===== src/rtl/cic_pkg.sv =====
// Shared types, width defaults and the interpolation-factor decode for the CIC interpolator.
package cic_pkg;

  localparam int IN_W_DEF  = 16;
  localparam int N_DEF     = 3;
  localparam int ACC_W_DEF = 32;
  localparam int K_MAX     = 4;
  localparam int R_W       = 8;

  typedef enum logic {IDLE, EMIT} fsm_t;

  typedef struct packed {
    logic [2:0]     k;
    logic [R_W-1:0] r;
  } rate_t;

  // sel above K_MAX clamps to K_MAX, so R saturates at 16
  function automatic rate_t decode_rate(input logic [2:0] sel);
    rate_t d;
    d.k = (sel > 3'(K_MAX)) ? 3'(K_MAX) : sel;
    d.r = R_W'(1) << d.k;
    return d;
  endfunction

endpackage


===== src/rtl/cic_comb_stage.sv =====
// One comb differencer y = x - x_z1; the delay loads only on an accepted sample.
// Zero latency through y; the delay register holds whenever load is low.
module cic_comb_stage #(
  parameter int W = 32
) (
  input  logic                clk,
  input  logic                rst_n,
  input  logic                clk_enable,
  input  logic                clear,
  input  logic                load,
  input  logic signed [W-1:0] x,
  output logic signed [W-1:0] y
);

  logic signed [W-1:0] x_z1;

  always_ff @(posedge clk or negedge rst_n) begin
    if (!rst_n)
      x_z1 <= '0;
    else if (clk_enable) begin
      if (clear)
        x_z1 <= '0;
      else if (load)
        x_z1 <= x;
    end
  end

  assign y = x - x_z1;

endmodule


===== src/rtl/cic_interp.sv =====
// N-stage CIC interpolator by R in {1,2,4,8,16}: first output 2 edges after accept, one input per R+1 cycles.
// out_ready low stalls the integrators with output held; CIC_INTERP_GAIN_COMP_EN divides out the R^(N-1) gain.
module cic_interp
  import cic_pkg::*;
#(
  parameter int IN_W  = IN_W_DEF,
  parameter int N     = N_DEF,
  parameter int ACC_W = ACC_W_DEF
) (
  input  logic                    clk,
  input  logic                    rst_n,
  input  logic                    clk_enable,
  input  logic                    enable,
  input  logic [2:0]              interp_sel,
  input  logic                    in_valid,
  output logic                    in_ready,
  input  logic signed [IN_W-1:0]  in_sample,
  output logic                    out_valid,
  input  logic                    out_ready,
  output logic signed [IN_W-1:0]  out_sample,
  output logic signed [ACC_W-1:0] out_wide,
  output logic [R_W-1:0]          R_active
);

  fsm_t state_q, state_d;
  logic accept, advance, last_phase;

  rate_t                   rate;
  logic [2:0]              k_q;
  logic [R_W-1:0]          phase_q;
  logic signed [ACC_W-1:0] hold_q;
  logic signed [ACC_W-1:0] comb_x [N+1];
  logic signed [ACC_W-1:0] integ_q [N];
  logic signed [ACC_W-1:0] integ_d [N];
  logic signed [ACC_W-1:0] int_acc;
  logic signed [ACC_W-1:0] scaled;

  assign rate       = decode_rate(interp_sel);
  assign last_phase = (phase_q == ((R_W'(1) << k_q) - R_W'(1)));

  assign comb_x[0] = {{(ACC_W-IN_W){in_sample[IN_W-1]}}, in_sample};

  for (genvar g = 0; g < N; g++) begin : g_comb
    cic_comb_stage #(.W(ACC_W)) u_comb (
      .clk       (clk),
      .rst_n     (rst_n),
      .clk_enable(clk_enable),
      .clear     (!enable),
      .load      (accept),
      .x         (comb_x[g]),
      .y         (comb_x[g+1])
    );
  end

  always_ff @(posedge clk or negedge rst_n) begin
    if (!rst_n)
      state_q <= IDLE;
    else if (clk_enable)
      state_q <= state_d;
  end

  always_comb begin
    state_d  = state_q;
    in_ready = 1'b0;
    accept   = 1'b0;
    advance  = 1'b0;
    case (state_q)
      IDLE: begin
        in_ready = enable;
        accept   = enable && in_valid;
        if (accept)
          state_d = EMIT;
      end
      EMIT: begin
        advance = enable && (!out_valid || out_ready);
        if (advance && last_phase)
          state_d = IDLE;
      end
      default: state_d = IDLE;
    endcase
    if (!enable)
      state_d = IDLE;
  end

  // Zero-stuffed input cascades through post-update integrator values, so
  // the last stage reflects this advance with no extra pipeline delay.
  always_comb begin
    int_acc = (phase_q == '0) ? hold_q : '0;
    for (int i = 0; i < N; i++) begin
      int_acc    = integ_q[i] + int_acc;
      integ_d[i] = int_acc;
    end
  end

`ifdef CIC_INTERP_GAIN_COMP_EN
  localparam int SH_PER_K = N - 1;
  logic [7:0] shamt;
  assign shamt  = 8'(int'(k_q) * SH_PER_K);
  assign scaled = integ_d[N-1] >>> shamt;
`else
  assign scaled = integ_d[N-1];
`endif

  always_ff @(posedge clk or negedge rst_n) begin
    if (!rst_n) begin
      hold_q     <= '0;
      phase_q    <= '0;
      k_q        <= '0;
      R_active   <= R_W'(1);
      out_valid  <= 1'b0;
      out_sample <= '0;
      out_wide   <= '0;
      for (int i = 0; i < N; i++) integ_q[i] <= '0;
    end else if (clk_enable) begin
      if (!enable) begin
        hold_q    <= '0;
        phase_q   <= '0;
        out_valid <= 1'b0;
        for (int i = 0; i < N; i++) integ_q[i] <= '0;
      end else begin
        if (accept) begin
          hold_q   <= comb_x[N];
          k_q      <= rate.k;
          R_active <= rate.r;
          phase_q  <= '0;
        end
        if (advance) begin
          for (int i = 0; i < N; i++) integ_q[i] <= integ_d[i];
          out_wide   <= scaled;
          out_sample <= scaled[IN_W-1:0];
          out_valid  <= 1'b1;
          phase_q    <= phase_q + R_W'(1);
        end else if (out_valid && out_ready) begin
          out_valid <= 1'b0;
        end
      end
    end
  end

endmodule


===== config.mk =====
export PLATFORM = sky130hd
export DESIGN_NAME = cic_interp
export DESIGN_NICKNAME = d
export VERILOG_FILES = /design/src/rtl/cic_pkg.sv /design/src/rtl/cic_comb_stage.sv /design/src/rtl/cic_interp.sv
export SDC_FILE = /design/constraint.sdc
export NUM_CORES = 1
export LEC_CHECK = 0
export BUFFER_PORTS_ARGS = -buffer_cell sky130_fd_sc_hd__buf_2
export CAP_MARGIN = 40
export CORE_MARGIN = 4
export CORE_UTILIZATION = 45
export CTS_CLUSTER_DIAMETER = 120
export DETAILED_ROUTE_END_ITERATION = 6
export PLACE_DENSITY = 0.72
export SETUP_SLACK_MARGIN = 0.15
export SLEW_MARGIN = 20
export SYNTH_ARGS = -nofsm -noshare
export SYNTH_HDL_FRONTEND = slang
export SYNTH_SLANG_ARGS = --single-unit
export TNS_END_PERCENT = 20

===== constraint.sdc =====
create_clock -name clk -period 6.9 [get_ports clk]
set_input_delay 1.38 -clock clk [delete_from_list [all_inputs] [get_ports clk]]
set_output_delay 1.38 -clock clk [all_outputs]
set_load 0.02 [all_outputs]

# ---- Word level (Yosys, flattened, before mapping)
# Index checks and enable logic that the tools add are counted.
dict set report totals {
  regBits 293
  in_bits 25
  output_inout_bits 58
  wordCells 69
}
dict set report classes {
  addsub 8
  n_lt_le_gt_ge 1
  eq_ne 5
  n_shift 2
  n_mux 25
  bitwise_logic 1
  reduce_logical 13
}
# cell count
set op_table {}
lappend op_table {{two-way mux 32 bit} 9}
lappend op_table {{two-way mux 96 bit} 2}
lappend op_table {{adder 32 bit} 3}
lappend op_table {{subtractor 32 bit} 2}
lappend op_table {{subtractor 16 x 32 -> 32 bit} 1}
lappend op_table {{two-way mux 8 bit} 3}
lappend op_table {{left shift 1 x 3 -> 8 bit (first input constant)} 2}
lappend op_table {{two-way mux 1 bit} 9}
lappend op_table {{adder 8 x 1 -> 8 bit (second input constant)} 1}
lappend op_table {{equality test 8 bit} 1}
lappend op_table {{logical NOT 8 bit} 1}
lappend op_table {{AND reduction 2 bit} 4}
lappend op_table {{subtractor 8 x 1 -> 8 bit (second input constant)} 1}
lappend op_table {{inequality test 3 x 1 -> 1 bit (second input constant)} 2}
lappend op_table {{AND reduction 3 bit} 2}
lappend op_table {{logical AND 1 bit} 4}
lappend op_table {{inequality test 2 x 1 -> 1 bit (second input constant)} 2}
lappend op_table {{> comparator 3 bit (second input constant)} 1}
lappend op_table {{two-way mux 3 bit} 1}
lappend op_table {{case mux 1 bit (2 select lines)} 1}
lappend op_table {{logical NOT 1 bit} 1}
lappend op_table {{logical OR 1 bit} 1}
lappend op_table {{inverter 1 bit} 1}

# ---- Depth between registers and ports, before layout
# Gate-level depths: netlist (run 1).
dict set report depth {
  depth_word 7
  ltp_mapped 39
  mapped_depth_nobuf 37
}

# ---- Cells and area by module
# Synthesis (run 1) repeated with hierarchy kept, for this count alone.
dict set report hier_totals {
  hier_cells 2523
  area_unflattened_um2 21204.1
}
# mod instances cells_each area_each_um2 seq_area_each_um2
set modules_own_cells {}
lappend modules_own_cells {cic_interp 1 1278 11748.8 4530.6}
lappend modules_own_cells {cic_comb_stage 3 415 3151.8 800.8}

# ---- Least setup slack after synthesis (run 1)
# OpenSTA, ideal clock, no wires.
dict set report synth_path {
  kind {input-to-reg}
  startpoint {in in_sample[0]}
  endpoint {reg hold_q[31]}
  setup_time_ns 0.121
  arrival_ns 7.371
  required_ns 6.779
  path_slack_ns -0.592
  stages 30
  n_path_buf 0
  path_cell_list {inv_1 -> ha_1 -> inv_1 -> fa_1 -> a21o_1 -> a21oi_1 -> o21ai_1 -> a21oi_1 -> o21ai_1 -> a211o_1 -> a21oi_1 -> nor2_1 -> xor2_1 -> ha_1 -> a21o_1 -> nor4_2 -> a211oi_2 -> a311o_1 -> a221o_1 -> xor2_1 -> ha_1 -> a21o_1 -> a21o_1 -> a21oi_1 -> o21ai_0 -> a21o_1 -> a221oi_1 -> o21ai_0 -> xnor2_1 -> a22o_1}
}
dict set report synth_between {
  elab_chain_cells 5
}
# item line_no
set synth_lines {}
lappend synth_lines {{start, declared} cic_interp.sv:17} ;# input logic signed [IN_W-1:0] in_sample,
lappend synth_lines {{subtractor 16 x 32 -> 32 bit} cic_comb_stage.sv:28} ;# assign y = x - x_z1;
lappend synth_lines {{subtractor 32 bit (2 in a row)} cic_comb_stage.sv:28}
lappend synth_lines {{two-way mux 32 bit} cic_interp.sv:121} ;# if (accept) begin
lappend synth_lines {{two-way mux 32 bit} cic_interp.sv:115} ;# if (!enable) begin
lappend synth_lines {{end signal, assigned} cic_interp.sv:122} ;# hold_q <= comb_x[N];
lappend synth_lines {{end, declared} cic_interp.sv:31} ;# logic signed [ACC_W-1:0] hold_q;
# Every way passes these cells. The select of a mux whose other input is x is not followed.
# A chain may end at the register's enable or synchronous reset.

# ---- Final worst setup path (run 1)
dict set report layout_path {
  startpoint {reg phase_q[2]}
  endpoint {reg integ_q[31] in the netlist's numbering}
}
dict set report layout_between {
  elab_chain_cells 7
}
# item line_no
set layout_lines {}
lappend layout_lines {{start, declared} cic_interp.sv:30} ;# logic [R_W-1:0] phase_q;
lappend layout_lines {{start signal, assigned} cic_interp.sv:132} ;# phase_q <= phase_q + R_W'(1);
lappend layout_lines {{logical NOT 8 bit} cic_interp.sv:88} ;# int_acc = (phase_q == '0) ? hold_q : '0;
lappend layout_lines {{two-way mux 32 bit} cic_interp.sv:88}
lappend layout_lines {{adder 32 bit (3 in a row)} cic_interp.sv:90} ;# int_acc = integ_q[i] + int_acc;
lappend layout_lines {{two-way mux 96 bit} cic_interp.sv:127} ;# if (advance) begin
lappend layout_lines {{two-way mux 96 bit} cic_interp.sv:115}
lappend layout_lines {{end, declared} cic_interp.sv:33} ;# logic signed [ACC_W-1:0] integ_q [N];
# Every way passes these cells. The select of a mux whose other input is x is not followed.

==> summary.md, run 1 <==
| Metric | Value |
|---|---|
| Overall die area | 43,960 um2 |
| Std-Cell Rows | 73 |
| Vias in the first global route | 15.58k |
| Hold Violations, Final | 0 |
| Highest clock frequency the design can meet | 147.5 MHz |
| Synth-to-Final Area Change | 21.99% |
| Root buffer selected by CTS | clkbuf_16 |
| Crit-path max cell delay | 0.56 ns |
| Actual slew at the worst max-slew pin | 0.8198 ns |
| Clock tree from TritonCTS | built |
| Pin count of the biggest net entering global routing | 82 |
| Clock edge transition at the registers on the reported setup and hold paths | 0.06 ns |
| Top post-synthesis cells by area | dfrtp_1 (36%), ha_1 (12%), nand2_1 (5.8%), xnor2_1 (4.8%), a21o_1 (4.1%) |
| Routed WL | 44.19 mm |
| Setup ws final | 0.1218 ns |
| Antenna violations before repair | 1 |
| Result of the run | finished clean |
| First-pass GRT wire length | 73.25 mm |
| Count of vias placed by the detailed router | 15.71k |
| Number of buffer cells added on primary ports | 82 |
| Max cap viols | 0 |
| Area leader, netlist | dfrtp_1 |
| Final number of setup-violating endpoints | 0 |
| Placed cell areas | 20,110 um2 |
| Clock sink count | 261 |
| Maximum vdd drop | 235.0 uV |
| Area share of the largest cell type after synthesis | 35.55% |
| Worst hold-check slack | 0.4683 ns |
| Path class of the lowest-slack min-delay path | flop to flop |
| Average cell area after synthesis | 8.832 um2 |
| GR Overflow Total | 0 |
| Worst clock skew | 0.01336 ns |
| Power consumption | 9.942 mW |
| Worst-path maximum fanout | 5 |
| Starting utilization of the core area | 45.74% |
| Total standard cell area after synthesis | 18,300 um2 |
| Final cycle utilization of the critical path | 98.23% |
| H-Tree Depth | 1 |
| Synth async-reset ratio | 100.0% |
| Share of the core filled with cells | 55.80% |
| Final net count | 2,491 |
| Detailed-route vias per instance | 5.542 |
| Clock buffer count from CTS | 30 |
| RSZ-0062 raised after global routing | true |
| # DRC | 0 |
| Nature of the critical path endpoint | flop |
| Horizontal die dimension | 209.7 um |
| Die boundary height | 209.7 um |
| Ports | 83 |
| Hold Startpoint | hold_q[10] |
| Origin of the worst setup path | phase_q[2] |
| Number of iterations in the first detailed-routing pass | 7 |
| WS Path Type | flop to flop |
| Total of fill cells in the finished design | 3,449 |
| Static leakage | 11.22 nW |
| Max-slew violation count | 0 |
| Final routed wire length divided by cell count | 15.59 um |
| Buffer levels on the longest clock path | 3 |
| Share of the yosys chip area belonging to registers | 35.70% |
| DR iter-0 viols | 1,026 |
| Post-layout min period | 6.778 ns |
| CP Data Arrival Time | 7.21 ns |
| Mapped Nets | 2,278 |
| Insertion delay to the later sink of the worst-skew pair | 0.57 ns |
| Core outline area | 40,010 um2 |
| Ratio of total power to cell area | 445.4 nW/um2 |
| Fraction of layout cells with a size suffix above 1 | 20.53% |
| Startpoint types | flop |
| Post-DP HPWL | 30.56 mm |
| Cell repeated most along the worst path | xnor2_2 |
| Global-route usage over all layers | 19.18% |
| Ys Warns | 0 |
| Final design instance area without fill | 22,320 um2 |
| Final GP Congestion | 0.8959 |
| Cell at the slowest stage of the critical path | or4_4 |
| Worst R2R Start | phase_q[2] |
| Number of diodes | 0 |
| Critical path data required time | 7.33 ns |
| Pre-CTS worst setup slack | -0.4442 ns |
| Total of flip-flops plus latches after synthesis | 261 |
| Leading register cell type out of synthesis | dfrtp_1 |
| Remaining max-slew budget at the tightest pin | 45.34% |
| Number of nets with antenna violations after routing | 0 |
| Hold-fix buffers at CTS | 0 |
| Count of flip-flops with a built-in enable after synthesis | 0 |
| Count of unique library cells instantiated by Yosys | 77 |
| Post-synthesis cell count | 2,072 |
==> cells in the mapped netlist, types with 20 or more instances <==
cell	count
xor2_1	49
o21a_1	25
and2_1	38
o21ai_1	57
ha_1	174
o211ai_1	23
nand2_1	281
a22o_1	74
o21ai_0	130
clkbuf_1	60
nand3_1	30
nand2b_1	26
a21o_1	100
nor3_1	26
nor2_1	92
inv_1	132
dfrtp_1	260
o21bai_1	20
a21oi_1	128
xnor2_1	100
==> worst max-delay path, delay by kind of cell (launching register included) <==
family / cells / cell delay, ns
fa+ha+maj: 3 / 0.91
xor+xnor: 4 / 0.55
buf+inv: 2 / 0.28
flops: 1 / 0.42
compound gates: 12 / 2.16
simple gates: 13 / 2.31
==> repair_timing <==
action / in CTS / in global routing
pin swaps: 35 / 108
cloned: 0 / 1
buffers inserted: 19 / 28
gates resized for setup: 30 / 124
setup endpoints to repair: 14 / 38
==> state kept, by name, summed over array words and instances (netlist names), 3 cells and up <==
register and flops:
integ_q 96, out_sample 15, k_q 3, g_comb.u_comb.x_z1 80, out_wide 17, R_active 8, hold_q 32, phase_q 8
==> metrics by stage <==
step | cells | setup TNS [ns]
after CTS | 2802 | 0
after floorplan | 2072 | -0.04693
after global routing | 2834 | -0.9270
after global placement | 2727 | -1.652
final | 2834 | 0
after detailed placement | 2727 | -3.133
==> worst paths after layout <==
| path | to | slack [ns] | depth (start not counted) |
|---|---|---|---|
| worst max-delay path | integ_q[31] | 0.12 | 34 |
| worst min-delay path | hold_q[10] | 0.47 | 2 |
| worst max register to register | integ_q[31] | 0.12 | 34 |
| worst min register to register | hold_q[10] | 0.47 | 2 |
| max in group asynchronous | g_comb[1].u_comb.x_z1[29] | 5.17 | 3 |
| min in group asynchronous | integ_q[67] | 0.81 | 1 |
==> layout by cell type (no fill, tap or decap), types with 81 or more instances in the layout <==
cell       n
ha_1     163
nor2_1    85
o21ai_0  116
a21oi_1  105
xnor2_1   87
inv_1    129
buf_2     81
nand2_1  279
a21o_1   100
dfrtp_1  260
buf_4    175
==> area by class of cell <==
class                      instances  area (um2)  area share, %
clock buffer                      39       845.8          3.789
inverter                         132       508.0          2.276
timing repair buffer             266        1881          8.424
tap                              525       656.9          2.942
sequential                       261        6533          29.26
multi-input combinational       1594       11700          52.42
clock inverter                    17       197.7         0.8856
==> cell families (layout without fill, tap and decap cells) <==
family          after synthesis  in the layout  share of synthesized area [%]
buf+inv                     217            454                          4.800
xor+xnor                    151            151                          7.343
compound gates              668            668                          24.20
flops                       261            261                          35.70
simple gates                587            587                          14.90
mux                           7              7                         0.3966
fa+ha+maj                   181            181                          12.66
==> layer usage <==
metal / part of all wire (%) / track usage (%) / up-vias
met3: 4.3 / 2.511 / 77
met5: 0 / 0 / -
met1: 46 / 25.70 / 7524
li1: - / - / 7761
met2: 48 / 32.79 / 344
met4: 2.2 / 5.356 / 0
==> report_power, final <==
part	switching (mW)	internal [mW]
Combinational	3.32	2.84
Clock	0.665	1.01
Sequential	0.209	1.90
Total	4.19	5.75
(Power assumes the default switching activity.)
==> run 2, diff against run 1 <==
--- a/config.mk
+++ b/config.mk
@@ -11,7 +11,7 @@
 export CORE_UTILIZATION = 45
 export CTS_CLUSTER_DIAMETER = 120
 export DETAILED_ROUTE_END_ITERATION = 6
-export PLACE_DENSITY = 0.72
+export PLACE_DENSITY = 0.75
 export SETUP_SLACK_MARGIN = 0.15
 export SLEW_MARGIN = 20
 export SYNTH_ARGS = -nofsm -noshare
==> summary.md, run 2 (synthesis gave the netlist of run 1 again) <==
| Metric | Value |
|---|---|
| Capture point of the worst reg-to-reg path | out_wide[28] |
| Max-slew violation count | 0 (unchanged) |
| Worst-path maximum fanout | 6 (+1) |
| DR iter-0 viols | 1,047 (+2.0%) |
| Worst clock skew | 0.01851 ns (+0.005148 ns) |
| Std-Cell Rows | 73 (unchanged) |
| Max cap viols | 0 (unchanged) |
| Footprint of the multi-input gates | 11,820 um2 (+0.97%) |
| Number of iterations in the first detailed-routing pass | 5 (-2) |
| Number of buffer cells added on primary ports | 82 (unchanged) |
| Vias in the first global route | 15.94k (+2.3%) |
| Core outline area | 40,010 um2 (unchanged) |
| Final GP Congestion | 0.9178 (+2.4%) |
| Depth of the most critical reg-to-reg path | 38 (+12%) |
| Critical Path End | out_wide[28] |
| Commonest cells after routing, fill and taps aside | nand2_1 (277), dfrtp_1 (260), buf_4 (168) |
| Post-layout min period | 6.786 ns (+0.007631 ns) |
| Antenna violations before repair | 1 (unchanged) |
| Buffer levels on the longest clock path | 3 (unchanged) |
| Path class of the lowest-slack min-delay path | flop to flop |
| WS Path Type | flop to flop |
| # DRC | 0 (unchanged) |
| Ports | 83 (unchanged) |
| Worst R2R Start | phase_q[2] |
| Setup ws final | 0.1142 ns (-0.007631 ns) |
| GR Overflow Total | 0 (unchanged) |
| Insertion delay to the later sink of the worst-skew pair | 0.58 ns (about the same) |
| Synth-to-Final Area Change | 22.52% |
| Number of diodes | 0 (unchanged) |
| H-Tree Depth | 1 (unchanged) |
| Total of fill cells in the finished design | 3,374 (-2.2%) |
| Share of the core filled with cells | 56.05% (+0.24 points) |
| Critical path data required time | 7.34 ns (about the same) |
| Starting utilization of the core area | 45.74% (unchanged) |
| RSZ-0062 raised after global routing | true |
| Pin count of the biggest net entering global routing | 168 (+100%) |
| Clock tree from TritonCTS | built |
| Nature of the critical path endpoint | flop |
| Final number of setup-violating endpoints | 0 (unchanged) |
| Cell at the slowest stage of the critical path | dfrtp_1 |
| Fraction of layout cells with a size suffix above 1 | 20.79% (+0.26 points) |
| Overall die area | 43,960 um2 (unchanged) |
| Startpoint types | flop |
| Global-route usage over all layers | 19.17% (about the same) |
| Result of the run | finished clean |
| Die boundary height | 209.7 um (unchanged) |
| Count of vias placed by the detailed router | 15.74k (+0.21%) |
| Post-DP HPWL | 30.14 mm (-1.4%) |
| Root buffer selected by CTS | clkbuf_16 |
| Clock buffer count from CTS | 30 (unchanged) |
| Horizontal die dimension | 209.7 um (unchanged) |
| Static leakage | 11.22 nW (about the same) |
| Register ranked first by flip-flop count | integ_q |
| Worst reg2reg setup slack | 0.11 ns (about the same) |
| Clock edge transition at the registers on the reported setup and hold paths | 0.06 ns (about the same) |
| First-pass GRT wire length | 73.64 mm (+0.53%) |
| Ratio of total power to cell area | 453.6 nW/um2 (+1.9%) |
| Maximum vdd drop | 256.7 uV (+9.2%) |
| Number of nets with antenna violations after routing | 0 (unchanged) |
| Biggest registers after layout | integ_q (96), g_comb.u_comb.x_z1 (80), hold_q (32) |
| Final net count | 2,481 (-0.40%) |
| Final cycle utilization of the critical path | 98.34% (+0.11 points) |
| Remaining max-slew budget at the tightest pin | 33.57% (-12 points) |
| Clock sink count | 261 (unchanged) |
| Pre-CTS worst setup slack | -0.4684 ns (-0.02428 ns) |
| Highest clock frequency the design can meet | 147.4 MHz (-0.11%) |
| Actual slew at the worst max-slew pin | 0.9965 ns (+0.1767 ns) |
| Sequential cell area | 6533 um2 (unchanged) |
| Cell repeated most along the worst path | buf_4 |
| Hold-fix buffers at CTS | 0 (unchanged) |
| Flip-flop count of the largest register, all copies and words added | 96 (unchanged) |
| Most common library cell in the layout ignoring fill and taps | nand2_1 |
| Origin of the worst setup path | phase_q[2] |
| Routed WL | 44.42 mm (+0.51%) |
| Crit-path max cell delay | 0.40 ns (-0.16 ns) |
| Detailed-route vias per instance | 5.573 (+0.56%) |
| Hold Violations, Final | 0 (unchanged) |
| Final routed wire length divided by cell count | 15.73 um (+0.87%) |
| CP Data Arrival Time | 7.22 ns (about the same) |
## run 2: cell types whose count changed in the layout (fill, tap and decap cells not counted), moves of 3 or more
cell,change
buf_16,-3
buf_4,-7
clkbuf_8,+4
clkinv_2,-4
ha_1,-6
ha_4,+7
nand2_2,+3
o21ai_1,-3
## run 2: metal layers
layer / wire length, um / vias up / part of all wire [%] / track usage, %
met5: 10 / - / 0.023 / 0
met4: 1156 / 2 / 2.6 / 5.356
met3: 1958 / 83 / 4.4 / 3.094
met2: 21330 / 379 / 48 / 33.07
met1: 19960 / 7542 / 45 / 25.05
li1: - / 7733 / - / -
## run 2: report_power, final
group / leakage [nW] / switching [mW] / internal (mW)
Clock: 0.556 / 0.668 / 1.13
Combinational: 7.12 / 3.37 / 2.89
Sequential: 3.54 / 0.217 / 1.90
## run 2: worst min-delay path by stage
stage	start	end	slack (ns)	depth (start not counted)
2_1_floorplan	hold_q[14]	hold_q[14]	0.44	2
3_3_place_gp	hold_q[10]	hold_q[10]	0.45	2
3_5_place_dp	out_wide[17]	out_wide[17]	0.46	2
4_1_cts	out_wide[17]	out_wide[17]	0.48	2
5_1_grt	hold_q[7]	hold_q[7]	0.49	2
6_report	hold_q[23]	hold_q[23]	0.47	2
## run 2: timing repair
action                                  CTS  global route
pin swaps                                45           119
buffers inserted                         18            31
endpoints found under the setup margin   13            35
resized for setup                        33           140
## run 2: area by class of cell
class / instances / area share [%]
tap: 525 / 2.930
clock buffer: 42 / 4.001
clock inverter: 14 / 1.027
multi-input combinational: 1594 / 52.70
inverter: 132 / 2.266
timing repair buffer: 256 / 7.941
sequential: 261 / 29.14
## run 2: metrics by stage
stage	power (mW)	cell area, um2	std cells	setup TNS, ns	hold WS [ns]
finish	10.17	22420	2824	0	0.4689
global route	10.95	22420	2824	-2.743	0.4890
CTS	9.690	21500	2793	0	0.4757
detailed placement	7.749	20070	2719	-3.471	0.4596
global placement	7.542	20050	2718	-1.469	0.4547
floorplan	6.166	18380	2072	-0.04693	0.4402
## run 2: worst max-delay path: cells and delay by family (launching register included)
family | cells | cell delay (ns)
simple gates | 10 | 1.41
flops | 1 | 0.40
xor+xnor | 2 | 0.33
compound gates | 15 | 2.32
fa+ha+maj | 4 | 1.16
buf+inv | 7 | 0.99
==> run 3, diff against run 2 <==
==> constraint.sdc (replaced) <==
create_clock -name clk -period 6.15 [get_ports clk]
set_input_delay 1.23 -clock clk [delete_from_list [all_inputs] [get_ports clk]]
set_output_delay 1.23 -clock clk [all_outputs]
set_load 0.02 [all_outputs]
==> summary.md, run 3 (synthesis gave the netlist of run 1 again) <==
| Metric | Value |
|---|---|
| Result of the run | finished, violations left |
| Violations in the final reports | setup timing |
| Starting utilization of the core area | 45.74% (unchanged) |
| Pre-CTS worst setup slack | -1.067 ns (-0.5983 ns) |
| Cell repeated most along the worst path | ha_1 |
| Commonest cells after routing, fill and taps aside | buf_4 (373), nand2_1 (279), dfrtp_1 (260) |
| Root buffer selected by CTS | clkbuf_16 |
| Setup ws final | -0.5270 ns (-0.6412 ns) |
| CP Data Arrival Time | 7.12 ns (-0.10 ns) |
| Number of buffer cells added on primary ports | 82 (unchanged) |
| WS Path Type | flop to flop |
| Count of vias placed by the detailed router | 16.61k (+5.5%) |
| Startpoint types | flop |
| Synth-to-Final Area Change | 30.06% |
| Routed WL | 46.19 mm (+4.0%) |
| Highest clock frequency the design can meet | 149.8 MHz (+1.6%) |
| Final GP Congestion | 0.8983 (-2.1%) |
| Die boundary height | 209.7 um (unchanged) |
| # DRC | 0 (unchanged) |
| Total of fill cells in the finished design | 3,280 (-2.8%) |
| Final routed wire length divided by cell count | 15.25 um (-3.0%) |
| Path class of the lowest-slack min-delay path | flop to flop |
| Placed cell areas | 21,820 um2 (+8.7%) |
| Flip-flop count of the largest register, all copies and words added | 96 (unchanged) |
| Crit-path max cell delay | 0.38 ns (-0.02 ns) |
| Clock buffer count from CTS | 30 (unchanged) |
| Most common library cell in the layout ignoring fill and taps | buf_4 |
| Std-Cell Rows | 73 (unchanged) |
| Number of nets with antenna violations after routing | 0 (unchanged) |
| Footprint of the multi-input gates | 11,750 um2 (-0.54%) |
| Antenna violations before repair | 0 (-1) |
| GR Overflow Total | 0 (unchanged) |
| Clock sink count | 261 (unchanged) |
| Global-route usage over all layers | 20.31% (+1.1 points) |
| Pin count of the biggest net entering global routing | 129 (-23%) |
| Horizontal die dimension | 209.7 um (unchanged) |
| Number of iterations in the first detailed-routing pass | 5 (unchanged) |
| Remaining max-slew budget at the tightest pin | 48.10% (+15 points) |
| Detailed-route vias per instance | 5.484 (-1.6%) |
| Max cap viols | 0 (unchanged) |
| Overall die area | 43,960 um2 (unchanged) |
| Final cycle utilization of the critical path | 108.6% (+10 points) |
| Number of diodes | 0 (unchanged) |
| H-Tree Depth | 1 (unchanged) |
| Ratio of total power to cell area | 501.8 nW/um2 (+11%) |
| Final net count | 2,688 (+8.3%) |
| Actual slew at the worst max-slew pin | 0.7784 ns (-0.2181 ns) |
| Biggest registers after layout | integ_q (96), g_comb.u_comb.x_z1 (80), hold_q (32) |
| Critical path data required time | 6.59 ns (-0.75 ns) |
| Post-DP HPWL | 32.19 mm (+6.8%) |
| Clock tree from TritonCTS | built |
| Final number of setup-violating endpoints | 30 (+30) |
| Core outline area | 40,010 um2 (unchanged) |
| First-pass GRT wire length | 78.05 mm (+6.0%) |
| RSZ-0062 raised after global routing | true |
| Max-slew violation count | 0 (unchanged) |
| Worst clock skew | 0.01751 ns (-0.001001 ns) |
| Share of the core filled with cells | 59.50% (+3.4 points) |
| Vias in the first global route | 16.85k (+5.7%) |
| Hold-fix buffers at CTS | 0 (unchanged) |
| Total Negative Setup Slacks | -8.469 ns (-8.469 ns) |
| Hold Violations, Final | 0 (unchanged) |
| DR iter-0 viols | 965 (-7.8%) |
| Static leakage | 12.20 nW (+8.8%) |
| Final design instance area without fill | 23,800 um2 (+6.2%) |
| Worst-path maximum fanout | 10 (+4) |
| Clock edge transition at the registers on the reported setup and hold paths | 0.06 ns (about the same) |
| Buffer levels on the longest clock path | 3 (unchanged) |
| Maximum vdd drop | 251.2 uV (-2.2%) |
| Post-layout min period | 6.677 ns (-0.1088 ns) |
| Fraction of layout cells with a size suffix above 1 | 27.25% (+6.5 points) |
| Ports | 83 (unchanged) |
| Sequential cell area | 6533 um2 (unchanged) |
| Cell at the slowest stage of the critical path | or3_1 |
| Register ranked first by flip-flop count | integ_q |
| Nature of the critical path endpoint | flop |
| Insertion delay to the later sink of the worst-skew pair | 0.58 ns (about the same) |
==> run 3: power breakdown <==
part | internal [mW] | switching (mW)
Clock | 1.07 | 0.725
Sequential | 2.13 | 0.244
Combinational | 3.82 | 3.95
Total | 7.02 | 4.92
==> run 3: metal layers <==
layer / vias up / GRT usage (%) / wire, um
met1: 7921 / 26.05 / 20070
met2: 409 / 35.64 / 22550
li1: 8154 / - / -
met4: 0 / 6.593 / 1710
met3: 121 / 2.646 / 1859
met5: - / 0 / 0
==> run 3: final cells by class <==
cell class	count	share of cell area [%]
clock inverter	11	0.4941
inverter	132	2.145
sequential	261	27.45
clock buffer	42	3.685
multi-input combinational	1594	49.38
tap	525	2.760
timing repair buffer	463	14.09
==> run 3: worst paths after layout <==
path	startpoint	slack, ns	to	depth (start not counted)
setup / recovery	phase_q[1]	-0.53	out_wide[31]	35
hold / removal	hold_q[12]	0.47	hold_q[12]	2
setup reg to reg	phase_q[1]	-0.53	out_wide[31]	35
hold reg to reg	hold_q[12]	0.47	hold_q[12]	2
max in group asynchronous	rst_n	4.48	R_active[0]	3
min in group asynchronous	rst_n	0.57	out_sample[4]	1
==> run 3: timing repair <==
action,4_1_cts,5_1_grt
hold endpoints to repair,0,0
pin swaps,36,78
buffers inserted,14,16
gates resized for setup,46,117
setup endpoints to repair,43,59
==> run 3: per-stage QoR <==
stage | total power [mW] | hold slack (ns) | cells
finish | 11.94 | 0.4660 | 3028
global route | 12.90 | 0.4794 | 3028
CTS | 11.54 | 0.4741 | 3012
detailed placement | 9.556 | 0.4597 | 2945
global placement | 9.272 | 0.4533 | 2943
floorplan | 6.930 | 0.4402 | 2072
==> run 3: worst max-delay path: cells and delay by family (launching register included) <==
| kind | cells | cell delay (ns) |
|---|---|---|
| flip-flops | 1 | 0.35 |
| AO/OA/AOI/OAI | 15 | 2.47 |
| adder cells (fa/ha/maj) | 4 | 1.05 |
| buffers and inverters | 5 | 0.67 |
| AND/OR/NAND/NOR | 7 | 1.28 |
| XOR/XNOR | 4 | 0.71 |
